$ cat src/rtl/seven_segment_scanner.sv
// Time-multiplexed common-anode seven-segment driver: shadowed BCD digits,
// guard-slotted scanning, leading-zero blanking and whole-display blinking.
module seven_segment_scanner #(
    parameter int NUM_DIGITS   = 4,
    parameter int REFRESH_DIV  = 50000,
    parameter int GUARD        = 2,
    parameter int BLINK_FRAMES = 64
) (
    input  logic                    clk,
    input  logic                    rst_n,
    input  logic [4*NUM_DIGITS-1:0] digits_in,
    input  logic [NUM_DIGITS-1:0]   dp_in,
    input  logic                    load,
    input  logic                    blank_lz,
    input  logic                    blink_en,
    output logic [7:0]              segment_data,
    output logic [NUM_DIGITS-1:0]   digit_sel,
    output logic                    frame_done
);

    localparam int SW = (REFRESH_DIV > 1) ? $clog2(REFRESH_DIV) : 1;
    localparam int IW = (NUM_DIGITS > 1) ? $clog2(NUM_DIGITS) : 1;
    localparam int FW = (BLINK_FRAMES > 1) ? $clog2(BLINK_FRAMES) : 1;

    localparam logic [SW-1:0] SLOT_LAST  = SW'(REFRESH_DIV - 1);
    localparam logic [SW-1:0] GUARD_V    = SW'(GUARD);
    localparam logic [IW-1:0] IDX_LAST   = IW'(NUM_DIGITS - 1);
    localparam logic [FW-1:0] FRAME_LAST = FW'(BLINK_FRAMES - 1);

    // Active-low {dp,g,f,e,d,c,b,a}; a lit decimal point clears bit 7.
    function automatic logic [7:0] seg_code(input logic [3:0] bcd, input logic dp);
        logic [7:0] code;
        case (bcd)
            4'h0:    code = 8'hC0;
            4'h1:    code = 8'hF9;
            4'h2:    code = 8'hA4;
            4'h3:    code = 8'hB0;
            4'h4:    code = 8'h99;
            4'h5:    code = 8'h92;
            4'h6:    code = 8'h82;
            4'h7:    code = 8'hF8;
            4'h8:    code = 8'h80;
            4'h9:    code = 8'h90;
            4'hA:    code = 8'hBF;
            default: code = 8'hFF;
        endcase
        if (dp) begin
            code[7] = 1'b0;
        end else begin
            code[7] = code[7];
        end
        return code;
    endfunction

    // Bit i set when digit i and every more significant digit are zero; digit 0 never blanks.
    function automatic logic [NUM_DIGITS-1:0] lz_mask(input logic [4*NUM_DIGITS-1:0] d);
        logic [NUM_DIGITS-1:0] mask;
        logic                  run;
        mask = '0;
        run  = 1'b1;
        for (int i = NUM_DIGITS - 1; i >= 1; i--) begin
            run     = run & (d[4*i +: 4] == 4'h0);
            mask[i] = run;
        end
        return mask;
    endfunction

    logic [4*NUM_DIGITS-1:0] digits_r;
    logic [NUM_DIGITS-1:0]   dp_r;
    logic [SW-1:0]           slot_r;
    logic [IW-1:0]           idx_r;
    logic [FW-1:0]           frame_r;
    logic                    phase_r;

    logic [SW-1:0]           slot_nxt_s;
    logic [IW-1:0]           idx_nxt_s;
    logic [FW-1:0]           frame_nxt_s;
    logic                    phase_nxt_s;
    logic                    wrap_s;

    logic [NUM_DIGITS-1:0]   lz_s;
    logic [3:0]              cur_digit_s;
    logic                    cur_dp_s;
    logic                    dark_s;
    logic [7:0]              seg_nxt_s;
    logic [NUM_DIGITS-1:0]   sel_nxt_s;

    // Shadow capture of the displayed value.
    always_ff @(posedge clk or negedge rst_n) begin
        if (!rst_n) begin
            digits_r <= '0;
            dp_r     <= '0;
        end else if (load) begin
            digits_r <= digits_in;
            dp_r     <= dp_in;
        end else begin
            digits_r <= digits_r;
            dp_r     <= dp_r;
        end
    end

    // Next values of the slot, digit and blink counters.
    always_comb begin
        slot_nxt_s  = slot_r + SW'(1);
        idx_nxt_s   = idx_r;
        frame_nxt_s = frame_r;
        phase_nxt_s = phase_r;
        wrap_s      = 1'b0;
        if (slot_r == SLOT_LAST) begin
            slot_nxt_s = '0;
            if (idx_r == IDX_LAST) begin
                idx_nxt_s = '0;
                wrap_s    = 1'b1;
                if (frame_r == FRAME_LAST) begin
                    frame_nxt_s = '0;
                    phase_nxt_s = ~phase_r;
                end else begin
                    frame_nxt_s = frame_r + FW'(1);
                end
            end else begin
                idx_nxt_s = idx_r + IW'(1);
            end
        end else begin
            slot_nxt_s = slot_r + SW'(1);
        end
    end

    // Pin pattern for the state being committed this edge; shadow contents lag by one cycle.
    always_comb begin
        lz_s        = lz_mask(digits_r);
        cur_digit_s = digits_r[{idx_nxt_s, 2'b00} +: 4];
        cur_dp_s    = dp_r[idx_nxt_s];
        dark_s      = (slot_nxt_s < GUARD_V) || (blink_en && phase_nxt_s);
        seg_nxt_s   = 8'hFF;
        sel_nxt_s   = '1;
        if (dark_s) begin
            seg_nxt_s = 8'hFF;
            sel_nxt_s = '1;
        end else begin
            for (int i = 0; i < NUM_DIGITS; i++) begin
                sel_nxt_s[i] = (idx_nxt_s != IW'(i));
            end
            if (blank_lz && lz_s[idx_nxt_s]) begin
                seg_nxt_s = {~cur_dp_s, 7'h7F};
            end else begin
                seg_nxt_s = seg_code(cur_digit_s, cur_dp_s);
            end
        end
    end

    // Counter state.
    always_ff @(posedge clk or negedge rst_n) begin
        if (!rst_n) begin
            slot_r  <= '0;
            idx_r   <= '0;
            frame_r <= '0;
            phase_r <= 1'b0;
        end else begin
            slot_r  <= slot_nxt_s;
            idx_r   <= idx_nxt_s;
            frame_r <= frame_nxt_s;
            phase_r <= phase_nxt_s;
        end
    end

    // Registered display outputs.
    always_ff @(posedge clk or negedge rst_n) begin
        if (!rst_n) begin
            segment_data <= 8'hFF;
            digit_sel    <= '1;
            frame_done   <= 1'b0;
        end else begin
            segment_data <= seg_nxt_s;
            digit_sel    <= sel_nxt_s;
            frame_done   <= wrap_s;
        end
    end

endmodule

$ cat config.mk
export PLATFORM = sky130hd
export DESIGN_NAME = seven_segment_scanner
export DESIGN_NICKNAME = d
export VERILOG_FILES = /design/src/rtl/seven_segment_scanner.sv
export SDC_FILE = /design/constraint.sdc
export NUM_CORES = 1
export LEC_CHECK = 0
export BUFFER_PORTS_ARGS = -buffer_cell sky130_fd_sc_hd__buf_2
export CORE_MARGIN = 2
export CORE_UTILIZATION = 65
export CTS_BUF_LIST = sky130_fd_sc_hd__clkbuf_4
export DETAILED_ROUTE_END_ITERATION = 10
export PLACE_DENSITY = 0.95
export SYNTH_ARGS = -nofsm -noshare
export SYNTH_HDL_FRONTEND = slang
export SYNTH_SLANG_ARGS = --single-unit
$ cat constraint.sdc
create_clock -name clk -period 7.35 [get_ports clk]
set_input_delay 1.1025 -clock clk [delete_from_list [all_inputs] [get_ports clk]]
set_output_delay 1.1025 -clock clk [all_outputs]
set_load 0.02 [all_outputs]
==> summary.txt, run 1 <==
Placed design
  – # port buffers: 37
  – HPWL Detailed: 4.617 mm
  – RePlAce Congestion: 0.9212
  – Area post-placement: 0.003199 mm^2
  – Pre-CTS setup slack: 3645 ps

Worst setup path
  – CP max FO: 15
  – Reg-to-reg slack, setup: 3480 ps
  – WP data required: 7630 ps
  – Worst reg2reg endpoint: segment_data[5]
  – Worst setup SP type: flip-flop
  – Reg2Reg Depth: 8
  – Slowest CP cell: mux2i_1
  – Worst setup EP type: flip-flop
  – Crit-path max cell delay: 850 ps
  – Arr. time, crit path: 4150 ps
  – Reg2reg start: slot_r[4]
  – Path type of the worst setup path: reg2reg
  – Critical path cell sequence: nor4_4 > and4b_1 > mux2i_1 > inv_2 > a221oi_1 > or2_0 > a2bb2oi_1 > o2111ai_1

Timing
  – Final period util: 52.65%
  – Worst Tran Pin Value: 928.9 ps
  – Fmax achieved: 0.2584 GHz
  – Final Hold Vio Count: 0
  – Rel. slew slack: 36.30%
  – Final min period: 3870 ps
  – Post-route setup slack: 3480 ps
  – Sum of negative setup slack: 0 ps
  – RSZ-0062 raised after global routing: no
  – Clk_skew: 10.18 ps
  – Setup Viol. Count Final: 0
  – Max-slew violation count: 0

Floorplanning
  – DIE HEIGHT: 72.52 um
  – Initial core utilization: 68.67%
  – Io pins: 38
  – Die X-Extent: 72.52 um
  – DIE AREA: 0.005259 mm^2
  – Core area: 0.004444 mm^2
  – FP Rows: 24

GRT
  – GRT Overall Usage: 28.55%
  – Vias in the first global route: 2376
  – Largest net degree at the start of global routing: 59
  – Remaining global-route overflow: 0
  – Initial antenna violation count: 0
  – First-pass GRT wire length: 11.23 mm

Synth
  – Most used flip-flop cell after synthesis: dfrtp_1
  – FFs w/ async S/R, synth: 100.0%
  – Post-synth net total: 312
  – Seq cells post-synth: 58
  – Mapped cell area: 0.003052 mm^2
  – Yosys cell types: 59
  – Register area share after synthesis: 48.05%
  – Synth Warn #: 0
  – Post-synth EDFFs: 0
  – Synth Instances: 284
  – Mean Syn Cell Area: 10.75 um^2

Hold path
  – Worst hold path type: reg2reg
  – Worst hold start: frame_r[5]
  – Hold Path Depth: 1
  – Worst Hold End: frame_r[5]

Power
  – Maximum VDD drop: 0.2002 mV
  – Pwr per Cell Area: 218.3 mW/mm^2
  – Lkg Pwr: 1.506 nW

Run
  – Max_cap viols: 0

Drt
  – Vias/cell: 6.557
  – Initial DRC Count: 221
  – WL final: 6.854 mm
  – Routed wire length on met2: 3.291 mm
  – Avg WL per Cell: 18.52 um
  – Routed Antenna Nets: 0
  – DR top layer: met4
  – Detail Route met3 WL: 480 um
  – First-pass DRT Iterations: 5
  – Drt drc: 0
  – Via count: 2426
  – Wl on met1: 2.823 mm

Finish
  – Layout Nets: 341
  – Commonest non-fill, non-tap cell in the layout: dfrtp_1
  – Most frequent cells in the layout: dfrtp_1 (46), buf_2 (37), nand2_1 (21)
  – Fillers: 273
  – Util after Layout: 76.46%
  – Reg area: 0.001466 mm^2
  – P&R area growth vs syn: 11.36%
  – Ant diodes: 0
  – Post-layout instance area: 0.003398 mm^2
  – Proportion of layout cells with a drive suffix above 1: 29.25%
  – Multi-input gate area: 0.001443 mm^2

Clock network
  – CTS Hold Bufs: 0
  – CTS tree: yes
  – H-tree level count: 3
  – CTS buffer count: 9
  – CTS resizes: 0
  – Post-CTS Setup Bufs: 0
  – Clk_lat worst skew: 390 ps
  – CTS Sinks: 58
  – Worst-path clk slew: 100 ps
  – CTS Root Cell: clkbuf_4
  – Max Root-Sink Buffers: 2

Status
  – Status: complete, no violations
-- logic make-up (layout without fill, tap and decap cells) --
kind of cell	count (synthesis)	count (layout)	share of synthesized area (%)
AO/OA/AOI/OAI	58	58	14.47
flip-flops	58	58	48.05
XOR/XNOR	19	19	5.453
buffers and inverters	28	62	4.674
multiplexers	21	21	7.995
adder cells (fa/ha/maj)	3	3	1.230
AND/OR/NAND/NOR	97	97	18.12
-- state kept, by name, summed over array words and instances, names as in the netlist --
register and cells:
segment_data 8, dp_r 4, digits_r 16, phase_r 1, slot_r 16, frame_r 6, digit_sel 4, idx_r 2
frame_done 1
-- report_power, final --
| part | switching, mW | leakage, nW | internal (mW) |
|---|---|---|---|
| Clock | 0.114 | 0.103 | 0.203 |
| Sequential | 0.0115 | 0.711 | 0.341 |
| Combinational | 0.0420 | 0.692 | 0.0294 |
-- stage by stage --
| stage | hold slack [ps] | power (mW) | cells |
|---|---|---|---|
| after floorplan | 438.0 | 0.3989 | 284 |
| after global placement | 464.9 | 0.4237 | 354 |
| after detailed placement | 472.3 | 0.4281 | 354 |
| after CTS | 486.4 | 0.7454 | 370 |
| after global routing | 509.3 | 0.7706 | 370 |
| final | 487.3 | 0.7417 | 370 |
-- worst max-delay path by stage --
stage | startpoint | endpoint | cells after the start
2_1_floorplan | slot_r[4] | segment_data[6] | 10
3_3_place_gp | slot_r[4] | segment_data[5] | 8
3_5_place_dp | slot_r[4] | segment_data[5] | 8
4_1_cts | slot_r[4] | segment_data[5] | 8
5_1_grt | slot_r[4] | segment_data[0] | 8
6_report | slot_r[4] | segment_data[5] | 8
-- synthesized netlist by cell type, drive strengths merged (4+ instances only) --
master | n | area, um^2
clkbuf | 9 | 33.78
nand2 | 21 | 78.83
mux2 | 17 | 191.4
dfstp | 12 | 315.3
a31oi | 4 | 25.02
o21ai | 15 | 75.07
a21oi | 10 | 50.05
xnor2 | 11 | 96.34
xor2 | 8 | 70.07
nand4 | 5 | 31.28
and3 | 5 | 31.28
mux2i | 4 | 52.55
buf | 11 | 76.32
nor3 | 6 | 30.03
a41oi | 4 | 35.03
nand3 | 11 | 55.05
dfrtp | 46 | 1151
and4 | 4 | 35.03
a221oi | 4 | 52.56
nor2 | 16 | 60.06
inv | 8 | 32.53
or3 | 5 | 31.28
-- routing by layer --
layer,global-route usage [%],vias up
met2,44.65,120
met5,0,-
met1,37.35,1168
met4,16.05,0
met3,5.694,29
li1,-,1109
-- area by class of cell --
cell class / count / area share, %
repair buffers: 38 / 5.670
well taps: 52 / 1.915
clock inverters: 7 / 3.866
clock buffers: 9 / 1.988
flip-flops and latches: 58 / 43.15
multi-input cells: 198 / 42.45
inverters: 8 / 0.9573
-- worst max-delay path, delay by kind of cell, from the launching register on --
| family | cells | cell delay (ps) |
|---|---|---|
| muxes | 1 | 850 |
| DFF | 1 | 500 |
| and+or+nand+nor | 3 | 1390 |
| AOI/OAI and AO/OA | 3 | 760 |
| buffers and inverters | 1 | 250 |
No activity file was read; power rests on OpenSTA's default activity.
==> run 2, diff against run 1 <==
--- a/config.mk
+++ b/config.mk
@@ -5,12 +5,13 @@
 export SDC_FILE = /design/constraint.sdc
 export NUM_CORES = 1
 export LEC_CHECK = 0
+export ABC_AREA = 1
 export BUFFER_PORTS_ARGS = -buffer_cell sky130_fd_sc_hd__buf_2
 export CORE_MARGIN = 2
-export CORE_UTILIZATION = 65
+export CORE_UTILIZATION = 60
 export CTS_BUF_LIST = sky130_fd_sc_hd__clkbuf_4
 export DETAILED_ROUTE_END_ITERATION = 10
-export PLACE_DENSITY = 0.95
+export PLACE_DENSITY = 0.94
 export SYNTH_ARGS = -nofsm -noshare
 export SYNTH_HDL_FRONTEND = slang
 export SYNTH_SLANG_ARGS = --single-unit
==> constraint.sdc (replaced) <==
create_clock -name clk -period 3.95 [get_ports clk]
set_input_delay 0.5925 -clock clk [delete_from_list [all_inputs] [get_ports clk]]
set_output_delay 0.5925 -clock clk [all_outputs]
set_load 0.02 [all_outputs]
==> run 2 against run 1 <==
  * Clock power is 52% higher
  * Synthesized area rose by 3.8%
  * Hold slack worse by 180 ps
  * Cell area up 4.9%
  * First-iteration DRC count is 24% lower
  * Largest cell class unchanged
==> summary.txt, run 2 <==
Status
  – Status: complete, no violations

Synth
  – Yosys top cell by area: dfrtp_1
  – Top post-synthesis cells by area: dfrtp_1 (36%), nand2_1 (12%), dfstp_2 (10%), nand3_1 (6.2%), inv_1 (5.8%)
  – FFs w/ async S/R, synth: 100.0% (unchanged)
  – Register area share after synthesis: 46.31% (-1.7 points)
  – Seq cells post-synth: 58 (unchanged)
  – Yosys cell types: 35 (-41%)
  – Top cell type's share of synthesized area: 36.35% (-1.4 points)
  – Mapped cell area: 0.003167 mm^2 (+3.8%)
  – Post-synth EDFFs: 0 (unchanged)
  – Synth Warn #: 0 (unchanged)
  – Cell with the most instances after synthesis: nand2_1
  – Most frequent cells after synthesis: nand2_1 (105), inv_1 (49), dfrtp_1 (46)
  – Mean Syn Cell Area: 8.162 um^2 (-24%)
  – Post-synth net total: 416 (+33%)
  – Synth Instances: 388 (+37%)
  – Most used flip-flop cell after synthesis: dfrtp_1

Clock network
  – CTS resizes: 0 (unchanged)
  – Max Root-Sink Buffers: 2 (unchanged)
  – CTS Root Cell: clkbuf_4
  – CTS buffer count: 9 (unchanged)
  – CTS tree: yes
  – Worst-path clk slew: 100 ps (about the same)
  – CTS Sinks: 58 (unchanged)
  – CTS Hold Bufs: 0 (unchanged)
  – H-tree level count: 3 (unchanged)
  – Post-CTS Setup Bufs: 0 (unchanged)
  – Clk_lat worst skew: 410 ps (+20 ps)

Run
  – Max_cap viols: 0 (unchanged)

Drt
  – First-pass DRT Iterations: 4 (-1)
  – Vias/cell: 5.168 (-21%)
  – Initial DRC Count: 168 (-24%)
  – WL final: 6.413 mm (-6.4%)
  – Drt drc: 0 (unchanged)
  – Routed Antenna Nets: 0 (unchanged)
  – Via count: 2615 (+7.8%)
  – Avg WL per Cell: 12.67 um (-32%)

Power
  – Lkg Pwr: 1.912 nW (+27%)
  – Psw: 0.3239 mW (+93%)
  – Maximum VDD drop: 0.3112 mV (+55%)
  – PnR Total Power: 1.270 mW (+71%)
  – Reg power frac: 51.3% (+3.7 points)
  – Internal Power: 0.9457 mW (+65%)
  – Clk pwr share: 38.1% (-4.7 points)
  – Gate power share: 10.7% (+1.1 points)
  – Pwr per Cell Area: 356.2 mW/mm^2 (+63%)
  – Sw frac: 25.51% (+2.9 points)

Worst setup path
  – CP max FO: 10 (-5)
  – Worst setup EP type: flip-flop
  – Arr. time, crit path: 2480 ps (-1670 ps)
  – WP data required: 4290 ps (-3340 ps)
  – Worst setup SP type: flip-flop
  – Path type of the worst setup path: reg2reg

Finish
  – Largest registers: digits_r (16), slot_r (16), segment_data (8)
  – Post-layout instance area: 0.003565 mm^2 (+4.9%)
  – Reg area: 0.001466 mm^2 (unchanged)
  – Commonest non-fill, non-tap cell in the layout: nand2_1
  – Proportion of layout cells with a drive suffix above 1: 26.15% (-3.1 points)
  – Layout Nets: 459 (+35%)
  – Most frequent cells in the layout: nand2_1 (105), inv_1 (49), dfrtp_1 (46)
  – Multi-input gate area: 0.001449 mm^2 (+0.43%)
  – P&R area growth vs syn: 12.56%
  – Ant diodes: 0 (unchanged)
  – Fillers: 407 (+49%)

Floorplanning
  – DIE AREA: 0.005875 mm^2 (+12%)
  – Core area: 0.005107 mm^2 (+15%)
  – FP Rows: 26 (+8.3%)
  – Io pins: 38 (unchanged)
  – Die X-Extent: 76.65 um (+5.7%)
  – Initial core utilization: 62.00% (-6.7 points)
  – DIE HEIGHT: 76.65 um (+5.7%)

Timing
  – Setup Viol. Count Final: 0 (unchanged)
  – Final min period: 2144 ps (-1726 ps)
  – Fmax achieved: 0.4665 GHz (+81%)
  – Clk_skew: 13.41 ps (+3.234 ps)
  – RSZ-0062 raised after global routing: no
  – Max-slew violation count: 0 (unchanged)
  – Worst Tran Pin Value: 689.3 ps (-239.7 ps)
  – Worst Hold Slack: 304.7 ps (-182.6 ps)
  – Final period util: 54.27% (+1.6 points)
  – Final Hold Vio Count: 0 (unchanged)
  – Rel. slew slack: 54.05% (+18 points)
  – Sum of negative setup slack: 0 ps (unchanged)

Placed design
  – Area post-placement: 0.003408 mm^2 (+6.5%)
  – RePlAce Congestion: 0.9165 (-0.51%)
  – # port buffers: 37 (unchanged)
  – HPWL Detailed: 4.875 mm (+5.6%)

GRT
  – Largest net degree at the start of global routing: 59 (unchanged)
  – First-pass GRT wire length: 11.27 mm (+0.30%)
  – Remaining global-route overflow: 0 (unchanged)
  – Initial antenna violation count: 0 (unchanged)
  – GRT Overall Usage: 24.03% (-4.5 points)
  – Vias in the first global route: 2613 (+10%)

Hold path
  – Worst hold path type: in2async
## run 2: cell count changes after synthesis, moves of 6 or more
cell,previous run,this run
a21oi_1,10,2
buf_2,7,1
clkbuf_1,9,3
inv_1,6,49
nand2_1,21,105
nand2_2,0,10
nand3_1,11,39
nor2_1,16,39
xnor2_1,11,1
## run 2: per-stage QoR
stage,std cells,worst slack [ps],utilization [%]
floorplan,388,2141,-
global placement,490,1950,66.73
detailed placement,490,1842,66.73
CTS,506,1814,69.79
global route,506,1625,69.79
finish,506,1806,69.79
## run 2: critical path, cell delays in order (launching register included)
cell and delay, ps:
dfrtp_1 380, ha_1 220, nand3_2 180, nor2_2 200
nand2_4 120, nand2_4 120, nand2_4 110, inv_2 100
nor2_1 90, o211ai_1 220, nand2_2 100, nor2_4 150
nand2_1 90
## run 2: cell families after synthesis
group                    after synthesis  synth area share, %
AND/OR/NAND/NOR                      224                34.06
buffers and inverters                 62                7.941
flip-flops                            58                46.31
AO/OA/AOI/OAI                         21                3.793
multiplexers                          12                4.267
XOR/XNOR                               8                2.450
adder cells (fa/ha/maj)                3                1.185
## run 2: path summary, 6_finish.rpt
path	slack, ps	from	cells after the start	end
max	1810	slot_r[0]	12	segment_data[0]
min reg2reg	470	slot_r[0]	1	slot_r[0]
max reg2reg	1810	slot_r[0]	12	segment_data[0]
min	300	rst_n	2	slot_r[11]
min in group clk	380	digits_in[14]	3	digits_r[14]
max in group asynchronous	3190	rst_n	2	digits_r[11]
## run 2: metal layers
layer | vias to the layer above | part of all wire [%] | global-route usage (%)
li1 | 1304 | - | -
met1 | 1199 | 42 | 28.87
met4 | 0 | 3.4 | 11.64
met2 | 86 | 49 | 40.44
met5 | - | 0 | 0
met3 | 26 | 5.4 | 6.118
## run 2: layout make-up
cell class / instances / share of cell area (%)
clock buffers: 10 / 2.106
clock inverters: 6 / 2.282
inverters: 56 / 5.967
multi-input cells: 268 / 40.65
flip-flops and latches: 58 / 41.14
well taps: 70 / 2.457
repair buffers: 38 / 5.405
## run 2: power groups by stage
stage | clock network [mW] | registers, mW | logic (mW)
final | 0.483 | 0.651 | 0.136
after CTS | 0.487 | 0.651 | 0.137
after floorplan | 0 | 0.676 | 0.0696
after global placement | 0 | 0.660 | 0.132
after global routing | 0.514 | 0.655 | 0.155
after detailed placement | 0 | 0.662 | 0.137
